`config.mk`:
```
export PLATFORM = sky130hd
export DESIGN_NAME = mem_wb_stage_flat
export DESIGN_NICKNAME = d
export VERILOG_FILES = /design/src/rtl/mem_wb_stage_if.sv /design/src/rtl/mem_wb_stage.sv /design/src/flat_wrapper.sv
export SDC_FILE = /design/constraint.sdc
export NUM_CORES = 1
export LEC_CHECK = 0
export ABC_CLOCK_PERIOD_IN_PS = 5200
export CAP_MARGIN = 20
export CORE_AREA = 2 2 88 90
export DETAILED_ROUTE_END_ITERATION = 6
export DIE_AREA = 0 0 90 92
export DONT_BUFFER_PORTS = 1
export GPL_TIMING_DRIVEN = 0
export MAX_ROUTING_LAYER = met4
export PLACE_DENSITY_LB_ADDON = 0.1
export SYNTH_ARGS = -nofsm -noshare
export SYNTH_HDL_FRONTEND = slang
export SYNTH_SLANG_ARGS = --single-unit
```
`constraint.sdc`:
```
create_clock -name clk -period 5.2 [get_ports clk]
set_input_delay 0.78 -clock clk [delete_from_list [all_inputs] [get_ports clk]]
set_output_delay 0.78 -clock clk [all_outputs]
set_load 0.05 [all_outputs]
```
`src/rtl/mem_wb_stage_if.sv`:
```
// ---------------------------------------------------------------------------
// mem_wb_stage_if
// Data-memory port of the memory/writeback stage.
//   memReq   : request is active (stage -> memory)
//   memWe    : request is a write (stage -> memory)
//   memAddr  : 16-bit word address (stage -> memory)
//   memWdata : 24-bit store data (stage -> memory)
//   memRdata : 24-bit load data, valid with memAck (memory -> stage)
//   memAck   : memory completes the request this cycle (memory -> stage)
// master = the pipeline stage, slave = the memory.
// ---------------------------------------------------------------------------
interface mem_wb_stage_if;
  logic        memReq;
  logic        memWe;
  logic [15:0] memAddr;
  logic [23:0] memWdata;
  logic [23:0] memRdata;
  logic        memAck;

  modport master (
    output memReq, memWe, memAddr, memWdata,
    input  memRdata, memAck
  );

  modport slave (
    input  memReq, memWe, memAddr, memWdata,
    output memRdata, memAck
  );
endinterface

```
`src/rtl/mem_wb_stage.sv`:
```
// ---------------------------------------------------------------------------
// mem_wb_stage
// Memory/writeback stage. Takes the execute-stage bundle, performs loads and
// stores over a handshaked memory port, and registers the writeback bundle
// that goes back to the register file write port. While an access is in
// flight, upstream is stalled; an access that receives no ack within TIMEOUT
// cycles is aborted and flagged in the sticky memErr.
//
// Parameters
//   TIMEOUT     : max ACCESS cycles without memAck before abort (>= 1)
// Ports
//   clk, rst    : clock, asynchronous active-high reset
//   i_validE    : execute bundle valid
//   i_regWriteE : instruction writes the register file
//   i_memToRegE : load
//   i_memWriteE : store (takes precedence over memToRegE)
//   i_WA3E      : destination register
//   i_aluResE   : ALU result, [15:0] is the memory address
//   i_dataE     : store data
//   o_stall     : upstream must hold the E inputs
//   mem         : memory port (master side)
//   o_regWriteW : writeback enable, one-cycle pulse
//   o_WA3W      : writeback register
//   o_result    : writeback data
//   o_memErr    : sticky timeout flag, cleared only by reset
// ---------------------------------------------------------------------------
module mem_wb_stage #(
  parameter int TIMEOUT = 15
) (
  input  logic                 clk,
  input  logic                 rst,
  input  logic                 i_validE,
  input  logic                 i_regWriteE,
  input  logic                 i_memToRegE,
  input  logic                 i_memWriteE,
  input  logic [3:0]           i_WA3E,
  input  logic [23:0]          i_aluResE,
  input  logic [23:0]          i_dataE,
  output logic                 o_stall,
  mem_wb_stage_if.master       mem,
  output logic                 o_regWriteW,
  output logic [3:0]           o_WA3W,
  output logic [23:0]          o_result,
  output logic                 o_memErr
);

  localparam int CW = $clog2(TIMEOUT + 1);
  localparam logic [CW-1:0] LAST_COUNT = CW'(TIMEOUT - 1);

  typedef enum logic {IDLE, ACCESS} state_t;

  state_t      r_state;
  state_t      w_nextState;
  logic [CW-1:0] r_count;
  logic        r_memWe;
  logic [15:0] r_memAddr;
  logic [23:0] r_memWdata;
  logic [3:0]  r_wa3Lat;
  logic        r_regWriteLat;
  logic        w_memOp;
  logic        w_timeout;
  logic        w_memReq;
  logic        w_stall;

  assign w_memOp   = i_validE & (i_memToRegE | i_memWriteE);
  // Abort only when the budget is spent and memory did not answer; a
  // coincident ack wins.
  assign w_timeout = (r_state == ACCESS) && !mem.memAck && (r_count == LAST_COUNT);

  // State register
  always_ff @(posedge clk or posedge rst) begin
    if (rst) r_state <= IDLE;
    else     r_state <= w_nextState;
  end

  // Next-state logic
  always_comb begin
    w_nextState = r_state;
    case (r_state)
      IDLE:    if (w_memOp) w_nextState = ACCESS;
      ACCESS:  if (mem.memAck || w_timeout) w_nextState = IDLE;
      default: w_nextState = IDLE;
    endcase
  end

  // Output logic: request follows the state, stall releases in the cycle the
  // access finishes so upstream advances on that same edge.
  always_comb begin
    w_memReq = 1'b0;
    w_stall  = 1'b0;
    case (r_state)
      IDLE:    w_stall = w_memOp;
      ACCESS: begin
        w_memReq = 1'b1;
        w_stall  = !(mem.memAck || w_timeout);
      end
      default: begin
        w_memReq = 1'b0;
        w_stall  = 1'b0;
      end
    endcase
  end

  assign mem.memReq   = w_memReq;
  assign mem.memWe    = r_memWe;
  assign mem.memAddr  = r_memAddr;
  assign mem.memWdata = r_memWdata;
  assign o_stall      = w_stall;

  // Access cycle counter; saturates at the last budgeted count.
  always_ff @(posedge clk or posedge rst) begin
    if (rst) begin
      r_count <= '0;
    end else if (r_state == IDLE) begin
      r_count <= '0;
    end else if (r_count != LAST_COUNT) begin
      r_count <= r_count + 1'b1;
    end
  end

  // Memory request fields and latched writeback info, captured only in IDLE.
  always_ff @(posedge clk or posedge rst) begin
    if (rst) begin
      r_memWe       <= 1'b0;
      r_memAddr     <= '0;
      r_memWdata    <= '0;
      r_wa3Lat      <= '0;
      r_regWriteLat <= 1'b0;
    end else if (r_state == IDLE && w_memOp) begin
      r_memWe       <= i_memWriteE;
      r_memAddr     <= i_aluResE[15:0];
      r_memWdata    <= i_dataE;
      r_wa3Lat      <= i_WA3E;
      // A store never writes back, even with memToRegE set.
      r_regWriteLat <= i_regWriteE & ~i_memWriteE;
    end
  end

  // Writeback bundle and sticky error flag.
  always_ff @(posedge clk or posedge rst) begin
    if (rst) begin
      o_regWriteW <= 1'b0;
      o_WA3W      <= '0;
      o_result    <= '0;
      o_memErr    <= 1'b0;
    end else begin
      o_regWriteW <= 1'b0;
      if (r_state == IDLE) begin
        if (i_validE && !w_memOp) begin
          o_result    <= i_aluResE;
          o_WA3W      <= i_WA3E;
          o_regWriteW <= i_regWriteE;
        end
      end else begin
        if (mem.memAck) begin
          if (!r_memWe) begin
            o_result    <= mem.memRdata;
            o_WA3W      <= r_wa3Lat;
            o_regWriteW <= r_regWriteLat;
          end
        end else if (w_timeout) begin
          o_memErr <= 1'b1;
        end
      end
    end
  end

endmodule

```
`src/flat_wrapper.sv`:
```
// flat-port wrapper written by rule: the top's interface ports become plain ports
module mem_wb_stage_flat 
#(
  parameter int TIMEOUT = 15
)
  (clk, rst, i_validE, i_regWriteE, i_memToRegE, i_memWriteE, i_WA3E, i_aluResE, i_dataE, o_stall, o_regWriteW, o_WA3W, o_result, o_memErr, mem_memReq, mem_memWe, mem_memAddr, mem_memWdata, mem_memRdata, mem_memAck);
  mem_wb_stage_if mem_i ();
  input  logic clk;
  input  logic rst;
  input  logic i_validE;
  input  logic i_regWriteE;
  input  logic i_memToRegE;
  input  logic i_memWriteE;
  input  logic [3:0] i_WA3E;
  input  logic [23:0] i_aluResE;
  input  logic [23:0] i_dataE;
  output logic o_stall;
  output logic o_regWriteW;
  output logic [3:0] o_WA3W;
  output logic [23:0] o_result;
  output logic o_memErr;
  output wire logic [$bits(mem_i.memReq)-1:0] mem_memReq;
  output wire logic [$bits(mem_i.memWe)-1:0] mem_memWe;
  output wire logic [$bits(mem_i.memAddr)-1:0] mem_memAddr;
  output wire logic [$bits(mem_i.memWdata)-1:0] mem_memWdata;
  input wire logic [$bits(mem_i.memRdata)-1:0] mem_memRdata;
  input wire logic [$bits(mem_i.memAck)-1:0] mem_memAck;
  assign mem_memReq = mem_i.memReq;
  assign mem_memWe = mem_i.memWe;
  assign mem_memAddr = mem_i.memAddr;
  assign mem_memWdata = mem_i.memWdata;
  assign mem_i.memRdata = mem_memRdata;
  assign mem_i.memAck = mem_memAck;
  mem_wb_stage #(.TIMEOUT(TIMEOUT)) u_core (.clk(clk), .rst(rst), .i_validE(i_validE), .i_regWriteE(i_regWriteE), .i_memToRegE(i_memToRegE), .i_memWriteE(i_memWriteE), .i_WA3E(i_WA3E), .i_aluResE(i_aluResE), .i_dataE(i_dataE), .o_stall(o_stall), .mem(mem_i), .o_regWriteW(o_regWriteW), .o_WA3W(o_WA3W), .o_result(o_result), .o_memErr(o_memErr));
endmodule
```
# After elaboration in Yosys (flattened, before gate mapping)
# Index checks and enable logic that the tools add are counted.
[classes]
addsub = 1
mux = 19
bitwise_logic = 6
reduce_logical = 11
n_eq_ne = 5
[op_table]
columns = ["operator", "n"]
rows = [
  ["$mux W24", 4],
  ["$mux W4", 6],
  ["$mux W1", 7],
  ["$ne A2 B2 Y1 const B", 3],
  ["$reduce_and A3 Y1", 2],
  ["$add A4 B1 Y4 const B", 1],
  ["$eq A4 B4 Y1 const B", 1],
  ["$logic_and A1 B1 Y1", 4],
  ["$ne A4 B4 Y1 const B", 1],
  ["$pmux W1 S2", 2],
  ["$logic_not A1 Y1", 3],
  ["$not A1 Y1", 3],
  ["$and A1 B1 Y1", 2],
  ["$reduce_bool A2 Y1", 1],
  ["$logic_or A1 B1 Y1", 1],
  ["$or A1 B1 Y1", 1],
]
[totals]
in_bits = 83
out_inout_bits = 73
elab_cells = 53
regBits = 81

# Longest topological paths before layout
[logic_depth]
ltp_word = 6
ltp_mapped = 5
mapped_depth_nobuf = 5

# Least setup slack after synthesis
# Ideal clock, no wire load.
[synth_path]
kind = "reg2out"
start = "reg u_core.r_state"
end = "out o_stall"
path_buffers = 2
t_required_ps = 4420
arrival_time_ps = 1586
setup_slack_ps = 2834
stages_incl_launch_ff = 6
cell_sequence = "dfrtp_1 -> buf_6 -> nand2b_4 -> nor2_8 -> buf_6 -> a31o_2"
[synth_between]
elab_chain_len = 5
word_cells_on_any_way = 6
classes_between = "mux: 1; bitwise: 1; reduce/logical: 4"
[synth_lines]
columns = ["item", "line_no", "source"]
rows = [
  ["from (decl)", "mem_wb_stage.sv:52", "state_t r_state;"],
  ["from (signal assigned)", "mem_wb_stage.sv:73", "else r_state <= w_nextState;"],
  ["$logic_and A1 B1 Y1 (2 in a row)", "mem_wb_stage.sv:68", "assign w_timeout = (r_state == ACCESS) && !mem.memAck && (r_count == LAST_COUNT);"],
  ["$logic_or A1 B1 Y1", "mem_wb_stage.sv:95", "w_stall = !(mem.memAck || w_timeout);"],
  ["$logic_not A1 Y1", "mem_wb_stage.sv:95", ""],
  ["$pmux W1 S2 *", "mem_wb_stage.sv:91", "case (r_state)"],
  ["to (decl)", "flat_wrapper.sv:17", "output logic o_stall;"],
]
# Every way passes the cells marked *; elsewhere a longest branch is shown, timed or not.

# Worst setup path in the final report
# Ends and elaborated chain as after synthesis.

==> run metrics <==
outcome completed; worst skew pair latency 330 ps; GR Util met2 29.6%; CTS tree yes; Max Clock Skew 6.85 ps; Clk Tree Root Cell clkbuf_8; Top Usage Layer GRT met2; Layout Utilization 53.1%; Non-Filler Instances 344; Slew Limit Fails 0; Net Sw Frac 46.8%; Placement Rows 32; Routed Antenna Nets 0; Mapped Cells 225; Clock Pin Slew Worst Setup and Hold Paths around 80 ps; Max Clk Rate 345 MHz; P_leak 0.00170 µW; Area Growth Syn to Fin 9.83%; Synth area leader dfrtp_1; Initial Util 48.4%; Final Cycle Share 55.7%; final hold viol count 0; final total power 2430 µW; sequential power share 65.8%; core area roughly 7400 µm²; DIE AREA 8280 µm²; slew margin rel. 61.9%; crit end category output pin; Cell Count Post-Placement about 330; crit path kind reg2out; Yosys reg bits 81; # H-tree levels 3; worst min path class in2async; CP arrival 2110 ps; Syn Area/Cell about 16 µm²; First-pass DRT Iterations 4; power per cell area about 600 nW/µm²; Required @ worst endpoint 4420 ps; final setup vio count 0; DR DRC count 0; Psw ~1100 µW; IO Count 156; Die Ht between 90 and 100 µm; final WL between 6000 and 7000 µm; most frequent cells in the layout dfrtp_1, mux2_2, mux2_4; GRT overflow 0; Max FO, Critical Path 10; clock share of power between 10% and 20%; port buffer count 0; GRT Resource Usage Total 17.7%; Slew @ Worst Pin about 570 ps; post_cts resized 0; first-pass GRT wire length 11,000 µm; GP Congestion 0.747; Synth cell types 26; min cycle time layout 2890 ps; clock buffer depth 2; clock sinks 81; share of post-route cells with drive strength above 1 between 50% and 60%; dpl hpwl 5030 µm; CTS Hold Bufs 0; Seq/Total Area, Yosys a little under three fifths; setup TNS 0 ps; yosys warns 0; Critical Path Start Type flop; routed len/inst 20.3 µm; nets approximately 320; initial antenna violation count 0; Die X 90 µm; grt met1 use 19.9%; CTS Buf Count 9; top cell type's share of synthesized area a little under three fifths; synthesized area 3600 µm²; Comb power frac 15.7%; M3 GR Usage 5.26%; most common cell after layout, fill and taps aside dfrtp_1; syn_nets 310; largest net degree at the start of global routing 82; routed vias approximately 1.9k; max-cap violation count 0; Antenna Cells 0; Vias/cell approximately 5.6; Power Internal 1300 µW; 1st-iter DRT viols 62; reg2reg path depth 4; Max VDD drop ~320 µV; RSZ-0062 raised after global routing false; layout filler cell count 645; vias in the first global route 2,061; buffer count from post-CTS setup fixing 0; top cells by area, synth dfrtp_1, mux2_2, mux2_4
## worst paths after layout
kind,start,endpoint,slack [ps]
min in group clk,u_core.r_wa3Lat[1]$_DFFE_PP0P_,u_core.r_wa3Lat[1]$_DFFE_PP0P_,510
max reg2reg,u_core.r_state$_DFF_PP0_,u_core.o_result[17]$_DFFE_PP0P_,3220
min reg2reg,u_core.r_wa3Lat[1]$_DFFE_PP0P_,u_core.r_wa3Lat[1]$_DFFE_PP0P_,510
max,u_core.r_state$_DFF_PP0_,o_stall,2310
max in group asynchronous,rst,u_core.mem.memWdata[23]$_DFFE_PP0P_,4340
min,rst,u_core.r_count[0]$_DFFE_PP0P_,290
## worst max-delay path, stage by stage (launching register included)
cell and delay [ps]:
dfrtp_1 600, buf_6 260, nand2b_4 170, nor2_8 220, buf_6 200, a31o_2 320
## metrics by stage
step                setup slack (ps)  hold WS [ps]  cell area, µm²
global route                    2210           295            3960
detailed placement              2630           494            3730
CTS                             2250           513            3930
floorplan                       2340           469            3600
global placement                1770           481            3730
finish                          2310           294            3960
## power groups by stage
stage / clock, µW / sequential, µW / combinational (µW)
global route: 502 / 1620 / 414
global placement: 0 / 1610 / 365
CTS: 464 / 1600 / 386
finish: 451 / 1600 / 382
detailed placement: 0 / 1610 / 387
floorplan: 0 / 1570 / 338
## area by class of cell
class / count / area (µm²) / share of cell area (%)
timing repair buffer: 1 / 27.5 / 0.696
multi-input combinational: 129 / 1440 / 36.3
sequential: 81 / 2030 / 51.2
clock inverter: 5 / 55.1 / 1.39
inverter: 4 / 17.5 / 0.443
buffer: 11 / 123 / 3.10
tap: 102 / 128 / 3.23
clock buffer: 11 / 141 / 3.57
## synthesized netlist by cell type
master and n:
o41ai_1 1, nor3b_1 2, nor2_8 1, nand2_1 4
and2_1 1, xnor2_1 1, buf_6 6, nor2_4 1
o21ai_0 2, ha_1 2, nand2b_4 1, buf_2 3
a31oi_1 2, nand3_1 4, a22o_1 1, mux2_1 5
o21bai_1 1, o211a_1 1, and2b_4 1, mux2_4 20
inv_1 4, buf_12 2, nor2b_4 1, mux2_2 76
dfrtp_1 81, a31o_2 1
## routing by layer
layer | vias to the layer above | part of all wire [%]
met2 | 114 | 50
met5 | - | 0
met1 | 973 | 40
met3 | 8 | 8.3
li1 | 826 | -
met4 | 0 | 1.3
## flip-flops by register name, summed over array words and instances (netlist names)
signal / count
u_core.mem.memAddr: 16
u_core.mem.memWdata: 24
u_core.mem.memWe: 1
u_core.o_WA3W: 4
u_core.o_memErr: 1
u_core.o_regWriteW: 1
u_core.o_result: 24
u_core.r_count: 4
u_core.r_regWriteLat: 1
u_core.r_state: 1
u_core.r_wa3Lat: 4
## kinds of logic (layout without fill, tap and decap cells)
logic type	after synthesis	after routing	share of synthesized area (%)
flip-flops	81	81	56.3
XOR/XNOR	1	1	0.243
adder cells (fa/ha/maj)	2	2	0.695
AO/OA/AOI/OAI	9	9	1.84
AND/OR/NAND/NOR	16	16	3.47
buffers and inverters	15	32	3.82
multiplexers	101	101	33.7
Note: power is estimated with default switching activity, not from simulation.
